--- src/rtl/fetch_pkg.sv ---
// fetch_pkg
// Shared constants and types for the instruction-fetch front end.
//   ADDR_W / INST_W   : bus address and instruction word widths
//   FETCH_RESET_PC    : default fetch address after reset (boot ROM vector)
//   fetch_entry_t     : one buffered fetch result {adel, pc, inst}
//   FETCH_ENTRY_W     : packed width of fetch_entry_t
package fetch_pkg;

  localparam int ADDR_W        = 32;
  localparam int INST_W        = 32;
  localparam int FETCH_ENTRY_W = 1 + ADDR_W + INST_W;

  localparam logic [ADDR_W-1:0] FETCH_RESET_PC = 32'hBFC0_0000;

  // Layout matches {adel, pc[31:0], inst[31:0]}, so the struct can be
  // stored in the FIFO as a flat FETCH_ENTRY_W-bit vector.
  typedef struct packed {
    logic              adel;
    logic [ADDR_W-1:0] pc;
    logic [INST_W-1:0] inst;
  } fetch_entry_t;

  // Builds a FIFO entry from its three fields.
  function automatic fetch_entry_t packEntry(input logic adel,
                                             input logic [ADDR_W-1:0] pc,
                                             input logic [INST_W-1:0] inst);
    fetch_entry_t e;
    e.adel = adel;
    e.pc   = pc;
    e.inst = inst;
    return e;
  endfunction

endpackage

--- src/rtl/fetch_fifo.sv ---
// fetch_fifo
// Small synchronous FIFO that buffers fetched instructions for decode.
// Ports:
//   clk, rst_p     : clock and synchronous active-high reset
//   push/push_data : write one entry at the tail
//   pop            : remove the head entry
//   flush          : empty the FIFO; wins over a same-cycle push or pop
//   head_data      : current head entry (valid when !empty)
//   count          : number of stored entries (0..DEPTH)
//   empty, full    : occupancy flags
module fetch_fifo #(
  parameter int DEPTH = 4,
  parameter int WIDTH = 65
) (
  input  logic                     clk,
  input  logic                     rst_p,
  input  logic                     push,
  input  logic [WIDTH-1:0]         push_data,
  input  logic                     pop,
  input  logic                     flush,
  output logic [WIDTH-1:0]         head_data,
  output logic [$clog2(DEPTH):0]   count,
  output logic                     empty,
  output logic                     full
);

  localparam int PTR_W = $clog2(DEPTH);
  localparam int CNT_W = PTR_W + 1;

  logic [WIDTH-1:0] r_mem [DEPTH];
  logic [PTR_W-1:0] r_rdPtr;
  logic [PTR_W-1:0] r_wrPtr;
  logic [CNT_W-1:0] r_count;
  logic             w_doPush;
  logic             w_doPop;

  // Requests that cannot be honoured (pop when empty, push when full with
  // no simultaneous pop) are ignored so the pointers can never slip.
  assign w_doPop  = pop && !empty;
  assign w_doPush = push && (!full || w_doPop);

  assign empty     = (r_count == '0);
  assign full      = (r_count == CNT_W'(DEPTH));
  assign count     = r_count;
  assign head_data = r_mem[r_rdPtr];

  // Storage array; no reset needed because the count gates visibility.
  always_ff @(posedge clk) begin
    if (w_doPush && !flush) begin
      r_mem[r_wrPtr] <= push_data;
    end
  end

  // Pointers and occupancy. DEPTH is a power of two so the pointers wrap
  // naturally; flush resets everything and voids any same-cycle push/pop.
  always_ff @(posedge clk) begin
    if (rst_p || flush) begin
      r_rdPtr <= '0;
      r_wrPtr <= '0;
      r_count <= '0;
    end else begin
      if (w_doPush) begin
        r_wrPtr <= r_wrPtr + PTR_W'(1);
      end
      if (w_doPop) begin
        r_rdPtr <= r_rdPtr + PTR_W'(1);
      end
      if (w_doPush && !w_doPop) begin
        r_count <= r_count + CNT_W'(1);
      end else if (w_doPop && !w_doPush) begin
        r_count <= r_count - CNT_W'(1);
      end
    end
  end

endmodule

--- src/rtl/inst_fetch_unit.sv ---
// inst_fetch_unit
// Instruction-fetch front end in front of the bridge's sram_like port.
// Keeps the fetch PC, issues one read at a time, buffers returned words with
// their PCs, and hands them to decode over a valid/ready handshake.
// Ports:
//   clk, rst_p                    : clock, synchronous active-high reset
//   redirect_valid, redirect_pc   : flush and restart fetch at redirect_pc
//   out_valid/out_ready           : decode handshake for the FIFO head
//   out_inst, out_pc, out_adel    : head word, its PC, address-error flag
//   inst_req, inst_addr           : sram_like request and address
//   inst_addr_ok, inst_data_ok    : bridge address / data handshakes
//   inst_rdata                    : returned instruction word
module inst_fetch_unit
  import fetch_pkg::*;
#(
  parameter int                FIFO_DEPTH = 4,
  parameter logic [ADDR_W-1:0] RESET_PC   = FETCH_RESET_PC
) (
  input  logic              clk,
  input  logic              rst_p,
  input  logic              redirect_valid,
  input  logic [ADDR_W-1:0] redirect_pc,
  output logic              out_valid,
  input  logic              out_ready,
  output logic [INST_W-1:0] out_inst,
  output logic [ADDR_W-1:0] out_pc,
  output logic              out_adel,
  output logic              inst_req,
  output logic [ADDR_W-1:0] inst_addr,
  input  logic              inst_addr_ok,
  input  logic              inst_data_ok,
  input  logic [INST_W-1:0] inst_rdata
);

  localparam int CNT_W = $clog2(FIFO_DEPTH) + 1;

  logic [ADDR_W-1:0]        r_fetchPc;
  logic [ADDR_W-1:0]        r_pendingPc;
  logic                     r_pending;
  logic                     r_discard;
  logic                     r_halted;

  logic                     w_full;
  logic                     w_empty;
  logic [CNT_W-1:0]         w_count;
  logic                     w_addrHs;
  logic                     w_resp;
  logic                     w_misalign;
  logic                     w_push;
  logic                     w_pop;
  fetch_entry_t             w_pushEntry;
  fetch_entry_t             w_headEntry;
  logic [FETCH_ENTRY_W-1:0] w_headRaw;

  // A request is only issued when a FIFO slot is guaranteed for its
  // response: nothing outstanding and at least one free entry. Held reset
  // and redirects also suppress the request so no address handshake can
  // race with them.
  assign inst_req  = !rst_p && !r_pending && !r_halted && !redirect_valid &&
                     !w_full && (r_fetchPc[1:0] == 2'b00);
  assign inst_addr = r_fetchPc;
  assign w_addrHs  = inst_req && inst_addr_ok;
  assign w_resp    = inst_data_ok && r_pending;

  // A misaligned PC is reported as a single address-error entry instead of
  // a bus read; it uses the same slot-reservation conditions as a request.
  assign w_misalign = !redirect_valid && !r_halted && !r_pending && !w_full &&
                      (r_fetchPc[1:0] != 2'b00);

  // Responses and misaligned markers are mutually exclusive (one needs
  // pending, the other needs it clear), so a simple mux selects the entry.
  assign w_push = !redirect_valid && ((w_resp && !r_discard) || w_misalign);
  assign w_pushEntry = w_misalign ? packEntry(1'b1, r_fetchPc, '0)
                                  : packEntry(1'b0, r_pendingPc, inst_rdata);
  assign w_pop = out_valid && out_ready;

  fetch_fifo #(
    .DEPTH (FIFO_DEPTH),
    .WIDTH (FETCH_ENTRY_W)
  ) u_fifo (
    .clk       (clk),
    .rst_p     (rst_p),
    .push      (w_push),
    .push_data (w_pushEntry),
    .pop       (w_pop),
    .flush     (redirect_valid),
    .head_data (w_headRaw),
    .count     (w_count),
    .empty     (w_empty),
    .full      (w_full)
  );

  assign w_headEntry = fetch_entry_t'(w_headRaw);
  assign out_valid   = !w_empty;
  assign out_inst    = w_headEntry.inst;
  assign out_pc      = w_headEntry.pc;
  assign out_adel    = w_headEntry.adel;

  // Fetch control. A redirect overrides everything in its cycle: the PC is
  // replaced and halt cleared; an outstanding read either returns now (and
  // is dropped) or is marked for discard when it eventually returns. The
  // discard mark survives further redirects since only one read is ever
  // outstanding.
  always_ff @(posedge clk) begin
    if (rst_p) begin
      r_fetchPc   <= RESET_PC;
      r_pendingPc <= '0;
      r_pending   <= 1'b0;
      r_discard   <= 1'b0;
      r_halted    <= 1'b0;
    end else if (redirect_valid) begin
      r_fetchPc <= redirect_pc;
      r_halted  <= 1'b0;
      if (w_resp) begin
        r_pending <= 1'b0;
        r_discard <= 1'b0;
      end else if (r_pending) begin
        r_discard <= 1'b1;
      end
    end else begin
      if (w_addrHs) begin
        r_pending   <= 1'b1;
        r_pendingPc <= r_fetchPc;
        r_fetchPc   <= r_fetchPc + 32'd4;
      end
      if (w_resp) begin
        r_pending <= 1'b0;
        r_discard <= 1'b0;
      end
      if (w_misalign) begin
        r_halted <= 1'b1;
      end
    end
  end

  // Protocol and invariant checks.
  assert property (@(posedge clk) disable iff (rst_p)
                   w_count <= CNT_W'(FIFO_DEPTH));
  assert property (@(posedge clk) disable iff (rst_p)
                   inst_req |-> !r_pending);
  assert property (@(posedge clk) disable iff (rst_p)
                   w_push |-> !r_discard);
  assert property (@(posedge clk) disable iff (rst_p)
                   inst_data_ok |-> r_pending);

endmodule

--- config.mk ---
export PLATFORM = sky130hd
export DESIGN_NAME = inst_fetch_unit
export DESIGN_NICKNAME = d
export VERILOG_FILES = /design/src/rtl/fetch_pkg.sv /design/src/rtl/fetch_fifo.sv /design/src/rtl/inst_fetch_unit.sv
export SDC_FILE = /design/constraint.sdc
export NUM_CORES = 1
export LEC_CHECK = 0
export BUFFER_PORTS_ARGS = -buffer_cell sky130_fd_sc_hd__buf_2
export CORE_MARGIN = 4
export CORE_UTILIZATION = 62
export DETAILED_ROUTE_END_ITERATION = 6
export GPL_TIMING_DRIVEN = 0
export PLACE_DENSITY = 0.85
export SKIP_LAST_GASP = 1
export SYNTH_ARGS = -nofsm -noshare
export SYNTH_HDL_FRONTEND = slang
export SYNTH_SLANG_ARGS = --single-unit
--- constraint.sdc ---
create_clock -name clk -period 4.8 [get_ports clk]
set_input_delay 0.48 -clock clk [delete_from_list [all_inputs] [get_ports clk]]
set_output_delay 0.48 -clock clk [all_outputs]
set_load 0.01 [all_outputs]
Word level (Yosys, flattened, before mapping)

Memories as Yosys holds them, arrays and structs flattened. A register that Yosys moved wholly into a read port is not among the register bits.
Cells that the tools add are included.

$add $sub $neg: 5
Equal/unequal tests: 2
Muxes and demuxes: 16
Bitwise operators: 1
Reduce and logical (&&, ||, !) cells: 43

Operators by type and width:

| operator                                                                 | count |
|---|---|
| 65-bit 2-to-1 mux                                                        | 1 |
| 32-bit 2-to-1 mux                                                        | 2 |
| 32-bit by 3-bit adder with 32-bit output (second input constant)         | 1 |
| 1-bit logical AND                                                        | 19 |
| 2-bit nonzero test                                                       | 6 |
| 1-bit zero test                                                          | 9 |
| 1-bit 2-to-1 mux                                                         | 9 |
| 3-bit 2-to-1 mux                                                         | 2 |
| 2-bit AND reduction                                                      | 3 |
| 2-bit by 1-bit adder with 2-bit output (second input constant)           | 2 |
| 2-bit 2-to-1 mux                                                         | 2 |
| 3-bit by 1-bit adder with 3-bit output (second input constant)           | 1 |
| 3-bit equality test (second input constant)                              | 1 |
| 3-bit zero test                                                          | 1 |
| 1-bit logical OR                                                         | 3 |
| 3-bit by 1-bit subtractor with 3-bit output (second input constant)      | 1 |
| 2-bit zero test                                                          | 1 |
| 2-bit by 1-bit inequality test with 1-bit output (second input constant) | 1 |
| 2-bit OR reduction                                                       | 1 |
| 1-bit inverter                                                           | 1 |

Register bits after elaboration: 74
RAM bits: 260
Output and inout bits: 99
Logic and storage cells: 76
Memories: 1

Memories:

| name         | words | bits a word | read ports | clocked after Yosys merged registers in | write ports | RTL line         | text |
|---|---|---|---|---|---|---|---|
| u_fifo.r_mem | 4     | 65          | 1          | 1                                       | 1           | fetch_fifo.sv:30 | `logic [WIDTH-1:0] r_mem [DEPTH];` |

Depth between registers and ports, before layout

Word-level depth: 12
Gate-level depth with buffers: 9
Depth with buffers taken out: 9

By module

A second synthesis with hierarchy kept.

Cell total of the unflattened synthesis: 846
Area, all modules: 13,558.0 um^2

Modules (own cells, without submodules):

| module          | instances | cells each | area an instance (um^2) | seq. area each (um^2) |
|---|---|---|---|---|
| fetch_fifo      | 1         | 391        | 9,913.3                 | 7,987.7 |
| inst_fetch_unit | 1         | 455        | 3,644.7                 | 1,341.3 |

Worst setup path before layout

Ideal clock, no wire load.

Kind: in2reg
Start point: input redirect_valid
End point: memory u_fifo.r_mem[0][0], enable pin
Setup time: 430 ps
Arrival time: 2,778 ps
Required time: 4,370 ps
Setup slack: 1,592 ps
Stages on the path: 4
Path buffers: 0
Cell sequence: nor3_1 nor3b_1 o21a_1 and2_1

Word-level cells in the longest chain between the ends: 11

RTL lines:

| element                                  | RTL line                                                       | text |
|---|---|---|
| from (decl)                              | inst_fetch_unit.sv:21                                          | `input logic redirect_valid,` |
| 1-bit zero test *                        | fetch_fifo.sv:49, inst_fetch_unit.sv:67, inst_fetch_unit.sv:72 |  |
| 1-bit logical AND (4 in a row)           | inst_fetch_unit.sv:67                                          | `assign w_misalign = !redirect_valid && !r_halted && !r_pending && !w_full &&` |
| 1-bit logical OR                         | inst_fetch_unit.sv:72                                          | `assign w_push = !redirect_valid && ((w_resp && !r_discard) \|\| w_misalign);` |
| 1-bit logical AND                        | inst_fetch_unit.sv:72                                          |  |
| 1-bit logical AND                        | fetch_fifo.sv:40                                               | `assign w_doPush = push && (!full \|\| w_doPop);` |
| 1-bit logical AND *                      | fetch_fifo.sv:49                                               | `if (w_doPush && !flush) begin` |
| 1-bit 2-to-1 mux *                       | fetch_fifo.sv:49                                               |  |
| 1-bit 2-to-1 mux (implied by the code) * | fetch_fifo.sv:50                                               | `r_mem[r_wrPtr] <= push_data;` |
| to (decl)                                | fetch_fifo.sv:30                                               |  |

Mark *: on every way between the ends. The rest lies on a longest branch, timed or not.

==> impl_metrics.json <==
{
  "place_hpwl_um": 18900,
  "switching_share_pct": 21.1,
  "final_util_pct": 74.4,
  "synth-adder-area-share_pct": 0.709,
  "layout_min_cycle_time_ns": 3.19,
  "powerDensity_mw_per_mm2": 386,
  "antenna_found_initial": 0,
  "postSynth.asyncResetShare_pct": 0,
  "reg2reg_to": "u_fifo.count[2]",
  "layout-drive-gt1-share_pct": 32.6,
  "clkSinkCount": 336,
  "hp-start": "inst_data_ok",
  "totalWireLength_um": 29400,
  "drtAntennaViolNets": 0,
  "hold_depth": 2,
  "startpoint_type": "register",
  "post_cts_resized": 0,
  "cp_data_required_time_ns": 4.32,
  "ios": 169,
  "htree_num_levels": 2,
  "muxShareOfSynthArea_pct": 14.2,
  "start_util_pct": 63.4,
  "power_frac_comb_pct": 6.3,
  "syn-num-nets": 917,
  "synth-simple-area-share_pct": 8.91,
  "cts_tree": "built",
  "crit_family": "buffers and inverters",
  "numCtsBuffers": 34,
  "drtIter0Drc": 709,
  "hold_viol": 0,
  "cp_cell_sequence": "clkbuf_1 -> buf_2 -> mux4_2 -> buf_2",
  "crit_path_frequent_cell": "buf_2",
  "critPathMaxStageDelay_ns": 0.59,
  "total_leakage_power_uw": 0.00534,
  "worst_setup_path_end_kind": "output port",
  "worst_pin_slew_ns": 0.801,
  "row_count": 53,
  "max-cap-violations": 0,
  "setup_viol": 0,
  "worstSetupPathType": "register to output port",
  "vias": 8253,
  "ys_warn_count": 0,
  "setup_tns_ns": 0,
  "p_clk_share_pct": 40.4,
  "ys_seq_elements": 336,
  "cp_slowest_cell": "clkbuf_1",
  "grt_pass1_wl_um": 46200,
  "diodes": 0,
  "yosys.cell_types.count": 59,
  "syn_area_mm2": 0.0134,
  "slew_headroom_pct": 46.6,
  "p_switching_uw": 1290,
  "areaGrowthSynthToFinish_pct": 17.4,
  "cp.arrival_ns": 2.71,
  "r2r_start": "r_pending",
  "synth-main-ff-cell": "edfxtp_1",
  "crit_buf_inv": 3,
  "rr_worst_depth": 9,
  "die_h_um": 155,
  "core_area_mm2": 0.0212,
  "die_x_um": 155,
  "syn_area_per_cell_um2": 16.0,
  "crit_fanout": 10,
  "cts-hold-fix-buffers": 0,
  "post-route-period-util_pct": 66.4,
  "min_to": "r_discard",
  "seqPwrFrac_pct": 53.3,
  "synth_xor_area_share_pct": 0.523,
  "grt_max_degree": 46,
  "final_nets": 1124,
  "rrSetupSlack_ns": 2.09,
  "status": "finished, final reports clean",
  "synth_compound_area_share_pct": 4.19,
  "finalClockSkew_ns": 0.0105,
  "rsz0062_at_grt": "no",
  "wl_per_cell_um": 21.8,
  "max-vdd-ir-drop_mv": 0.354,
  "drc_errors": 0,
  "final_max_slew_viol_count": 0,
  "numPortBuffers": 167,
  "clock_tree.root_cell": "clkbuf_16",
  "post_cts_buffers": 0,
  "dieArea_mm2": 0.0240,
  "clkTransAtPathRegs_ns": 0.06,
  "synth_cells": 840,
  "fmax_ghz": 0.314,
  "synth_edf_count": 260,
  "hp-class": "primary input to register",
  "gp_congestion": 0.851,
  "grt_overflow_total": 0,
  "clock_path_buffers": 3,
  "internal_power_uw": 4790,
  "viasPerCell": 6.12,
  "grt_pass1_vias": 8303,
  "grt_usage_pct": 24.8,
  "synth_top_family_by_area": "multiplexers",
  "ys_seq_area_share_pct": 69.6,
  "drt_pre_antenna_iters": 5,
  "insertion_delay_ns": 0.50
}
## worst max path at each step
stage / endpoint / slack [ns] / cells after the start
global route: out_pc[12] / 1.44 / 4
floorplan: u_fifo.r_mem[0][0] / 1.59 / 4
detailed placement: u_fifo.count[2] / 1.91 / 10
global placement: u_fifo.r_mem[0][19] / 0.19 / 5
finish: out_pc[14] / 1.61 / 4
CTS: out_pc[14] / 1.54 / 4
## power by group through the flow
stage / registers, uW / logic, uW / clock network [uW]
after floorplan: 3290 / 223 / 0
after global placement: 3300 / 369 / 0
after detailed placement: 3300 / 381 / 0
after CTS: 3240 / 386 / 2490
after global routing: 3240 / 418 / 2630
final: 3240 / 384 / 2460
## area by class of cell
cell class | instances | area [um2]
flip-flops and latches | 336 | 9330
fillers | 1257 | 5420
multi-input cells | 445 | 3830
clock buffers | 58 | 1010
repair buffers | 171 | 938
well taps | 275 | 344
plain buffers | 50 | 223
inverters | 9 | 33.8
clock inverters | 4 | 23.8
## cells in the final DEF (no fill, tap or decap), types with 5 or more instances in the layout
| master | n |
|---|---|
| clkbuf_16 | 37 |
| nor2b_1 | 33 |
| inv_1 | 8 |
| nor3_1 | 10 |
| a211oi_1 | 5 |
| nor2_1 | 30 |
| dfxtp_1 | 76 |
| a21oi_1 | 53 |
| o21ai_0 | 6 |
| nand3_1 | 19 |
| o211ai_1 | 9 |
| mux2_2 | 34 |
| nand2_1 | 89 |
| mux4_2 | 65 |
| buf_2 | 188 |
| nand4_1 | 12 |
| and3_1 | 5 |
| xor2_1 | 6 |
| clkbuf_1 | 38 |
| or3_1 | 5 |
| ha_1 | 6 |
| edfxtp_1 | 260 |
| buf_1 | 9 |
## registers in the layout, summed over array words and instances, names as in the netlist, named ones only
signal	cells
u_fifo.r_mem	260
inst_addr	32
r_pendingPc	32
u_fifo.count	3
u_fifo.r_rdPtr	2
u_fifo.r_wrPtr	2
r_discard	1
r_halted	1
r_pending	1
## cell families (layout without fill, tap and decap cells)
kind of cell	count (synthesis)	count (layout)
flip-flops	336	336
AND/OR/NAND/NOR	234	234
multiplexers	104	104
AO/OA/AOI/OAI	92	92
buffers and inverters	59	292
XOR/XNOR	8	8
adder cells (fa/ha/maj)	7	7
## worst register-to-register path, stage by stage (launching register included)
cell and delay, ns:
dfxtp_1 0.35, nor3_1 0.32, nor3b_1 0.29, o21a_1 0.36, ha_1 0.26, inv_1 0.06
fa_1 0.38, xor2_1 0.18, or3_1 0.31, a21oi_1 0.14
## synthesized netlist by cell type (all sizes together) (3+ instances only)
| cell type | instances | area (um2) |
|---|---|---|
| and3 | 6 | 38.8 |
| mux2 | 35 | 394 |
| inv | 8 | 30.0 |
| edfxtp | 260 | 7810 |
| nand2 | 89 | 334 |
| a31oi | 4 | 25.0 |
| mux4 | 65 | 1460 |
| nand4 | 13 | 87.6 |
| xor2 | 6 | 52.6 |
| o211ai | 9 | 67.6 |
| o21ai | 6 | 30.0 |
| clkbuf | 19 | 72.6 |
| ha | 6 | 75.1 |
| mux2i | 4 | 40.0 |
| a211oi | 5 | 37.5 |
| buf | 31 | 150 |
| nor2b | 33 | 206 |
| a311oi | 3 | 26.3 |
| nor3 | 12 | 70.1 |
| dfxtp | 76 | 1520 |
| and2 | 8 | 50.1 |
| a21oi | 53 | 265 |
| nor2 | 31 | 119 |
| nand3 | 20 | 105 |
| nor3b | 5 | 42.5 |
| nor4 | 3 | 33.8 |
| or3 | 5 | 31.3 |
## routing by layer
layer  GRT usage [%]  vias to the layer above  wire length, um  share of wire, %
met5               0                        -                0                 0
met4            7.15                        0              697               2.4
met3            5.42                       67             2570               8.7
met2            40.8                      421            14500                49
met1            34.1                     4113            11600                40
li1                -                     3652                -                 -
## through the flow
step | instance area (um2) | hold WS (ns) | std cells | power [uW] | worst slack (ns)
after global placement | 14600 | 0.439 | 1282 | 3670 | 0.187
final | 15700 | 0.205 | 1348 | 6080 | 1.61
after detailed placement | 14700 | 0.446 | 1286 | 3680 | 1.91
after global routing | 15700 | 0.202 | 1348 | 6290 | 1.44
after CTS | 15700 | 0.191 | 1348 | 6110 | 1.54
after floorplan | 13400 | 0.434 | 840 | 3520 | 1.59
(Power assumes the default switching activity.)
